==> config.mk <==
export PLATFORM = sky130hd
export DESIGN_NAME = reg_uarttrigger
export DESIGN_NICKNAME = d
export VERILOG_FILES = /design/src/rtl/reg_uarttrigger.sv
export SDC_FILE = /design/constraint.sdc
export NUM_CORES = 1
export LEC_CHECK = 0
export BUFFER_PORTS_ARGS = -buffer_cell sky130_fd_sc_hd__buf_4
export CAP_MARGIN = 0
export CORE_AREA = 2 2 184 186
export CTS_BUF_LIST = sky130_fd_sc_hd__clkbuf_16
export DETAILED_ROUTE_END_ITERATION = 10
export DIE_AREA = 0 0 186 188
export PLACE_DENSITY = 0.69
export SLEW_MARGIN = 20
export SYNTH_ARGS = -nofsm -noshare
export SYNTH_HDL_FRONTEND = slang
export SYNTH_SLANG_ARGS = --single-unit
==> constraint.sdc <==
create_clock -name clk -period 5.55 [get_ports clk]
set_clock_uncertainty 0.2 [all_clocks]
set_input_delay 1.665 -clock clk [delete_from_list [all_inputs] [get_ports clk]]
set_output_delay 1.665 -clock clk [all_outputs]
set_load 0.05 [all_outputs]
==> src/rtl/reg_uarttrigger.sv <==
// reg_uarttrigger: 8N1 UART receiver on the clk_usb register bus; pulses trig_out when the newest
// len bytes match a masked pattern. Define UARTTRIG_STATUS_EN to add match/framing-error counters.
module reg_uarttrigger #(
  parameter logic [5:0] UARTTRIG_CFG_ADDR     = 6'd57,
  parameter logic [5:0] UARTTRIG_PATTERN_ADDR = 6'd58,
  parameter logic [5:0] UARTTRIG_STATUS_ADDR  = 6'd59
) (
  input  logic        clk,
  input  logic        reset_i,
  input  logic [5:0]  reg_address,
  input  logic [15:0] reg_bytecnt,
  output logic [7:0]  reg_datao,
  input  logic [7:0]  reg_datai,
  input  logic [15:0] reg_size,
  input  logic        reg_read,
  input  logic        reg_write,
  input  logic        reg_addrvalid,
  input  logic [5:0]  reg_hypaddress,
  output logic [15:0] reg_hyplen,
  output logic        reg_stream,
  input  logic        rx_i,
  output logic        trig_out
);

  typedef enum logic [1:0] {IDLE, START, DATA, STOP} state_t;

  genvar gi;

  logic [15:0] div_reg;
  logic [7:0]  len_cfg_reg;
  logic [7:0]  flags_reg;
  logic [7:0]  pat_mem [16];

  logic        cfg_wr;
  logic        pat_wr;
  logic        enable;
  logic        invert;
  logic [15:0] div_eff;
  logic [3:0]  len_eff;

  logic        unused_bus;
  assign unused_bus = ^{reg_size, reg_read};

  assign cfg_wr  = reg_write && reg_addrvalid && (reg_address == UARTTRIG_CFG_ADDR);
  assign pat_wr  = reg_write && reg_addrvalid && (reg_address == UARTTRIG_PATTERN_ADDR);
  assign enable  = flags_reg[0];
  assign invert  = flags_reg[1];
  assign div_eff = (div_reg < 16'd4) ? 16'd4 : div_reg;

  always_comb begin
    len_eff = len_cfg_reg[3:0];
    if (len_cfg_reg[3:0] == 4'd0) begin
      len_eff = 4'd1;
    end else if (len_cfg_reg[3:0] > 4'd8) begin
      len_eff = 4'd8;
    end
  end

  // Config bytes are stored raw so readback returns what was written; clamping happens above.
  always_ff @(posedge clk or negedge reset_i) begin
    if (!reset_i) begin
      div_reg     <= 16'd833;
      len_cfg_reg <= 8'h01;
      flags_reg   <= 8'h00;
    end else if (cfg_wr) begin
      case (reg_bytecnt)
        16'd0:   div_reg[7:0]  <= reg_datai;
        16'd1:   div_reg[15:8] <= reg_datai;
        16'd2:   len_cfg_reg   <= reg_datai;
        16'd3:   flags_reg     <= reg_datai;
        default: ;
      endcase
    end
  end

  always_ff @(posedge clk or negedge reset_i) begin
    if (!reset_i) begin
      for (int i = 0; i < 16; i++) pat_mem[i] <= 8'h00;
    end else if (pat_wr && (reg_bytecnt < 16'd16)) begin
      pat_mem[reg_bytecnt[3:0]] <= reg_datai;
    end
  end

  // Serial input conditioning
  logic rx_meta_reg;
  logic rx_sync_reg;
  logic rx_prev_reg;
  logic rx_line;
  logic start_edge;

  assign rx_line    = rx_sync_reg ^ invert;
  assign start_edge = rx_prev_reg & ~rx_line;

  always_ff @(posedge clk or negedge reset_i) begin
    if (!reset_i) begin
      rx_meta_reg <= 1'b1;
      rx_sync_reg <= 1'b1;
      rx_prev_reg <= 1'b1;
    end else begin
      rx_meta_reg <= rx_i;
      rx_sync_reg <= rx_meta_reg;
      rx_prev_reg <= rx_line;
    end
  end

  // Frame decoder
  state_t      state_reg, state_next;
  logic [15:0] cnt_reg, cnt_next;
  logic [2:0]  bit_reg, bit_next;
  logic [7:0]  data_reg, data_next;
  logic        commit_now;
  logic        frame_err;
  logic        hist_clr;
  logic        cnt_expire;

  assign hist_clr   = !enable || cfg_wr;
  assign cnt_expire = (cnt_reg == 16'd1);

  always_ff @(posedge clk or negedge reset_i) begin
    if (!reset_i) begin
      state_reg <= IDLE;
      cnt_reg   <= 16'd0;
      bit_reg   <= 3'd0;
      data_reg  <= 8'h00;
    end else begin
      state_reg <= state_next;
      cnt_reg   <= cnt_next;
      bit_reg   <= bit_next;
      data_reg  <= data_next;
    end
  end

  always_comb begin
    state_next = state_reg;
    cnt_next   = cnt_reg;
    bit_next   = bit_reg;
    data_next  = data_reg;
    commit_now = 1'b0;
    frame_err  = 1'b0;
    case (state_reg)
      IDLE: begin
        if (start_edge) begin
          cnt_next   = div_eff >> 1;
          state_next = START;
        end
      end
      START: begin
        if (!cnt_expire) begin
          cnt_next = cnt_reg - 16'd1;
        end else if (rx_line) begin
          state_next = IDLE;
        end else begin
          cnt_next   = div_eff;
          bit_next   = 3'd0;
          state_next = DATA;
        end
      end
      DATA: begin
        if (!cnt_expire) begin
          cnt_next = cnt_reg - 16'd1;
        end else begin
          data_next = {rx_line, data_reg[7:1]};
          cnt_next  = div_eff;
          if (bit_reg == 3'd7) begin
            state_next = STOP;
          end else begin
            bit_next = bit_reg + 3'd1;
          end
        end
      end
      STOP: begin
        if (!cnt_expire) begin
          cnt_next = cnt_reg - 16'd1;
        end else begin
          commit_now = rx_line;
          frame_err  = !rx_line;
          state_next = IDLE;
        end
      end
      default: state_next = IDLE;
    endcase
    // Disable or any config write aborts an in-flight frame.
    if (hist_clr) begin
      state_next = IDLE;
      commit_now = 1'b0;
      frame_err  = 1'b0;
    end
  end

  // Byte history, hist_reg[0] newest
  logic [7:0] hist_reg [8];
  logic [3:0] rxcount_reg;
  logic       commit_reg;

  always_ff @(posedge clk or negedge reset_i) begin
    if (!reset_i) begin
      for (int i = 0; i < 8; i++) hist_reg[i] <= 8'h00;
      rxcount_reg <= 4'd0;
      commit_reg  <= 1'b0;
    end else if (hist_clr) begin
      for (int i = 0; i < 8; i++) hist_reg[i] <= 8'h00;
      rxcount_reg <= 4'd0;
      commit_reg  <= 1'b0;
    end else begin
      commit_reg <= commit_now;
      if (commit_now) begin
        hist_reg[0] <= data_reg;
        for (int i = 1; i < 8; i++) hist_reg[i] <= hist_reg[i-1];
        if (rxcount_reg != 4'd8) rxcount_reg <= rxcount_reg + 4'd1;
      end
    end
  end

  // Pattern byte k lines up with history entry len-1-k (pattern byte 0 is the oldest).
  logic [2:0] hist_idx [8];
  logic [7:0] byte_ok;
  logic       match;
  logic       trig_next;
  logic       trig_reg;

  for (gi = 0; gi < 8; gi++) begin : g_match
    assign hist_idx[gi] = 3'(len_eff - 4'd1 - 4'(gi));
    assign byte_ok[gi]  = (4'(gi) >= len_eff) ||
                          (((hist_reg[hist_idx[gi]] ^ pat_mem[gi]) & pat_mem[gi+8]) == 8'h00);
  end

  assign match     = (rxcount_reg >= len_eff) && (&byte_ok);
  assign trig_next = commit_reg && match && !hist_clr;

  always_ff @(posedge clk or negedge reset_i) begin
    if (!reset_i) begin
      trig_reg <= 1'b0;
    end else begin
      trig_reg <= trig_next;
    end
  end

  assign trig_out   = trig_reg;
  assign reg_stream = 1'b0;

`ifdef UARTTRIG_STATUS_EN
  logic        status_wr;
  logic [15:0] match_cnt_reg;
  logic [7:0]  ferr_cnt_reg;

  assign status_wr = reg_write && reg_addrvalid && (reg_address == UARTTRIG_STATUS_ADDR);

  always_ff @(posedge clk or negedge reset_i) begin
    if (!reset_i) begin
      match_cnt_reg <= 16'd0;
      ferr_cnt_reg  <= 8'd0;
    end else if (status_wr) begin
      match_cnt_reg <= 16'd0;
      ferr_cnt_reg  <= 8'd0;
    end else begin
      if (trig_next && (match_cnt_reg != 16'hFFFF)) match_cnt_reg <= match_cnt_reg + 16'd1;
      if (frame_err && (ferr_cnt_reg != 8'hFF)) ferr_cnt_reg <= ferr_cnt_reg + 8'd1;
    end
  end
`else
  logic unused_status;
  assign unused_status = ^UARTTRIG_STATUS_ADDR;
`endif

  always_comb begin
    reg_datao = 8'h00;
    if (reg_addrvalid && (reg_address == UARTTRIG_CFG_ADDR)) begin
      case (reg_bytecnt)
        16'd0:   reg_datao = div_reg[7:0];
        16'd1:   reg_datao = div_reg[15:8];
        16'd2:   reg_datao = len_cfg_reg;
        16'd3:   reg_datao = flags_reg;
        default: reg_datao = 8'h00;
      endcase
    end else if (reg_addrvalid && (reg_address == UARTTRIG_PATTERN_ADDR)) begin
      if (reg_bytecnt < 16'd16) reg_datao = pat_mem[reg_bytecnt[3:0]];
`ifdef UARTTRIG_STATUS_EN
    end else if (reg_addrvalid && (reg_address == UARTTRIG_STATUS_ADDR)) begin
      case (reg_bytecnt)
        16'd0:   reg_datao = match_cnt_reg[7:0];
        16'd1:   reg_datao = match_cnt_reg[15:8];
        16'd2:   reg_datao = ferr_cnt_reg;
        default: reg_datao = 8'h00;
      endcase
`endif
    end
  end

  always_comb begin
    reg_hyplen = 16'd0;
    if (reg_hypaddress == UARTTRIG_CFG_ADDR) begin
      reg_hyplen = 16'd4;
    end else if (reg_hypaddress == UARTTRIG_PATTERN_ADDR) begin
      reg_hyplen = 16'd16;
`ifdef UARTTRIG_STATUS_EN
    end else if (reg_hypaddress == UARTTRIG_STATUS_ADDR) begin
      reg_hyplen = 16'd3;
`endif
    end
  end

endmodule
==> results.json <==
{
  "status": "finished clean",
  "place_ws_ps": 11.0,
  "end_kind": "output pin",
  "path_cells": "buf_6, mux4_2, mux4_2, nand3_1, nand2_1, buf_4",
  "drtIter0Drc": 1009,
  "maxSlewHeadroom": 0.325,
  "yosysWarningCount": 0,
  "synth_top_area_frac": 0.388,
  "power_switching_w": 0.000939,
  "grt_pass1_vias": 12121,
  "finalMaxSlewViolations": 0,
  "syn2layout_area_growth_pct": 10.7,
  "hpwl_mm": 33.0,
  "setup_viol": 0,
  "clkSlewWorstSetupHoldPaths_ps": 60,
  "cts_hold_buf": 0,
  "first_pass_iters": 5,
  "p_sw_frac": 0.232,
  "critPathMostFrequentCell": "mux4_2",
  "netlist_top_cells_count": "dfrtp_1 (254), nand2_1 (219), mux2_2 (168)",
  "ctsHtreeMaxLevel": 1,
  "synth-async-reset-ratio": 1.00,
  "power_per_cell_area_mw_per_mm2": 223,
  "fin_crit_sh": 0.971,
  "finalNetCount": 1560,
  "holdWs_ps": 160,
  "avgSynthCellArea_um2": 11.2,
  "cts_max_path_buffers": 3,
  "netlist_area_mm2": 0.0164,
  "hold_path_class": "reg2reg",
  "insertion_delay_ps": 570,
  "diodes": 0,
  "drc": 0,
  "io_pins": 84,
  "worst_ep_arrival_time_ps": 3530,
  "multiInputGateArea_mm2": 0.00926,
  "syn_inst": 1465,
  "ant_nets": 0,
  "reg2regPathDepth": 14,
  "grt_pass1_wl_mm": 72.6,
  "largest_reg_flops": 128,
  "num_vias": 12231,
  "wl_per_cell_um": 23.9,
  "coreArea_mm2": 0.0331,
  "grt_max_degree": 120,
  "synth_most_common_cell": "dfrtp_1",
  "yosys_register_bits": 262,
  "cts-root-buf": "clkbuf_16",
  "pwr-share-clk": 0.482,
  "numCtsBuffers": 30,
  "regArea_mm2": 0.00657,
  "cp_max_fo": 31,
  "slowest_stage": "mux4_2",
  "synth_flop_cell": "dfrtp_1",
  "worstMarginPinSlew_ps": 1010,
  "routabilityCongestion": 0.973,
  "leakagePower_nw": 8.18,
  "die_y_um": 188,
  "crit-reg2reg-launch": "len_cfg_reg[3]",
  "synth_top_area_cell": "dfrtp_1",
  "dieArea_mm2": 0.0350,
  "antenna_found_initial": 0,
  "max_freq_mhz": 186,
  "max-vdd-ir-drop_uv": 216,
  "cap_violations": 0,
  "cts_setup_buffers": 0,
  "rsz0062_at_grt": "no",
  "finalHoldViolCount": 0,
  "cts_tree": "yes",
  "slowest_delay_ps": 570,
  "die_w_um": 186,
  "synthTopCellsByArea": "dfrtp_1 (39%), mux4_2 (12%), mux2_2 (12%)",
  "clock-sinks": 262,
  "rr_endpoint": "trig_out",
  "seqPwrFrac": 0.474,
  "synth_edf_count": 0,
  "wirelength_mm": 46.7,
  "crit_required_ps": 3690,
  "setup.worst_path.start_class": "input port",
  "postLayoutCellArea_mm2": 0.0181,
  "start_util": 0.494,
  "rows": 67,
  "fill_cells": 2859,
  "worstSetupPathType": "in2out",
  "synth_cell_types": 64,
  "grt_usage": 0.272,
  "fin_crit_ps": 5390,
  "ys_seq_area_frac": 0.401,
  "power_frac_comb": 0.045,
  "setup_tns_ps": 0,
  "finalWorstSetupSlack_ps": 160,
  "portBuffers": 51,
  "rrSetupSlack_ps": 910,
  "place_area_mm2": 0.0171,
  "overflow": 0,
  "crit_start": "reg_bytecnt[1]",
  "p_int_w": 0.00311,
  "vias_per_cell": 6.26,
  "cp-endpoint": "reg_datao[4]",
  "drive_gt1_frac": 0.272
}
routing by layer:
metal / vias up / wire, um / part of all wire / GRT usage
met5: - / 0 / 0 / 0
met4: 0 / 1580 / 0.034 / 0.0854
met3: 95 / 3830 / 0.082 / 0.0678
met2: 501 / 22300 / 0.48 / 0.433
met1: 6236 / 19000 / 0.41 / 0.365
li1: 5399 / - / - / -
cells in the final DEF (no fill, tap or decap), drive strengths merged, types with 13 or more instances in the layout:
master | netlist | final
xnor2 | 66 | 66
dfrtp | 254 | 254
nor2 | 42 | 42
buf | 52 | 82
o31ai | 13 | 13
a221oi | 21 | 21
nor2b | 27 | 27
clkbuf | 59 | 31
conb | 1 | 15
nand3 | 31 | 31
xor2 | 30 | 30
inv | 22 | 29
a21oi | 87 | 87
clkinv | 1 | 14
mux2i | 103 | 103
o21ai | 19 | 19
nand2 | 220 | 220
a22oi | 32 | 32
ha | 20 | 20
mux4 | 86 | 86
mux2 | 168 | 168
per-stage QoR:
step,utilization,instances,total power (W)
floorplan,-,1479,0.00205
global placement,0.517,1898,0.00213
detailed placement,0.517,1898,0.00213
CTS,0.546,1954,0.00408
global route,0.547,1954,0.00418
finish,0.547,1954,0.00404
cell families after synthesis:
group	share of synthesized area
buf+inv	0.0390
mux	0.297
compound gates	0.0925
simple gates	0.102
other cells	0.000229
fa+ha+maj	0.0153
xor+xnor	0.0525
flops	0.401
final cells by class:
cell class                 instances  share of cell area
clock inverter                    25              0.0104
sequential                       262               0.363
tap                              448              0.0310
clock buffer                      31              0.0428
inverter                          23             0.00491
multi-input combinational       1083               0.512
timing repair buffer              82              0.0367
how the worst min path moves through the flow:
stage | slack (ps) | to | cells after the start | start
3_3_place_gp | 150 | rx_sync_reg | 0 | rx_meta_reg
2_1_floorplan | 150 | rx_sync_reg | 0 | rx_meta_reg
6_report | 160 | rx_sync_reg | 0 | rx_meta_reg
5_1_grt | 160 | rx_sync_reg | 0 | rx_meta_reg
4_1_cts | 160 | rx_sync_reg | 0 | rx_meta_reg
3_5_place_dp | 150 | rx_sync_reg | 0 | rx_meta_reg
power groups by stage:
stage               clock [W]  sequential [W]  combinational, W
floorplan                   0         0.00195          0.000103
global placement            0         0.00195          0.000179
detailed placement          0         0.00195          0.000182
CTS                   0.00198         0.00191          0.000182
global route          0.00206         0.00191          0.000199
finish                0.00195         0.00192          0.000181
what timing repair did:
| item | in CTS | in global routing |
|---|---|---|
| endpoints found under the hold margin | 0 | 0 |
| resized for setup | 0 | 1 |
| endpoints found under the setup margin | 0 | 7 |
critical path, delay by kind of cell:
kind	cells	cell delay [ps]
buffers and inverters	2	540
AND/OR/NAND/NOR	2	190
multiplexers	2	1120
Note: power is estimated with default switching activity, not from simulation.
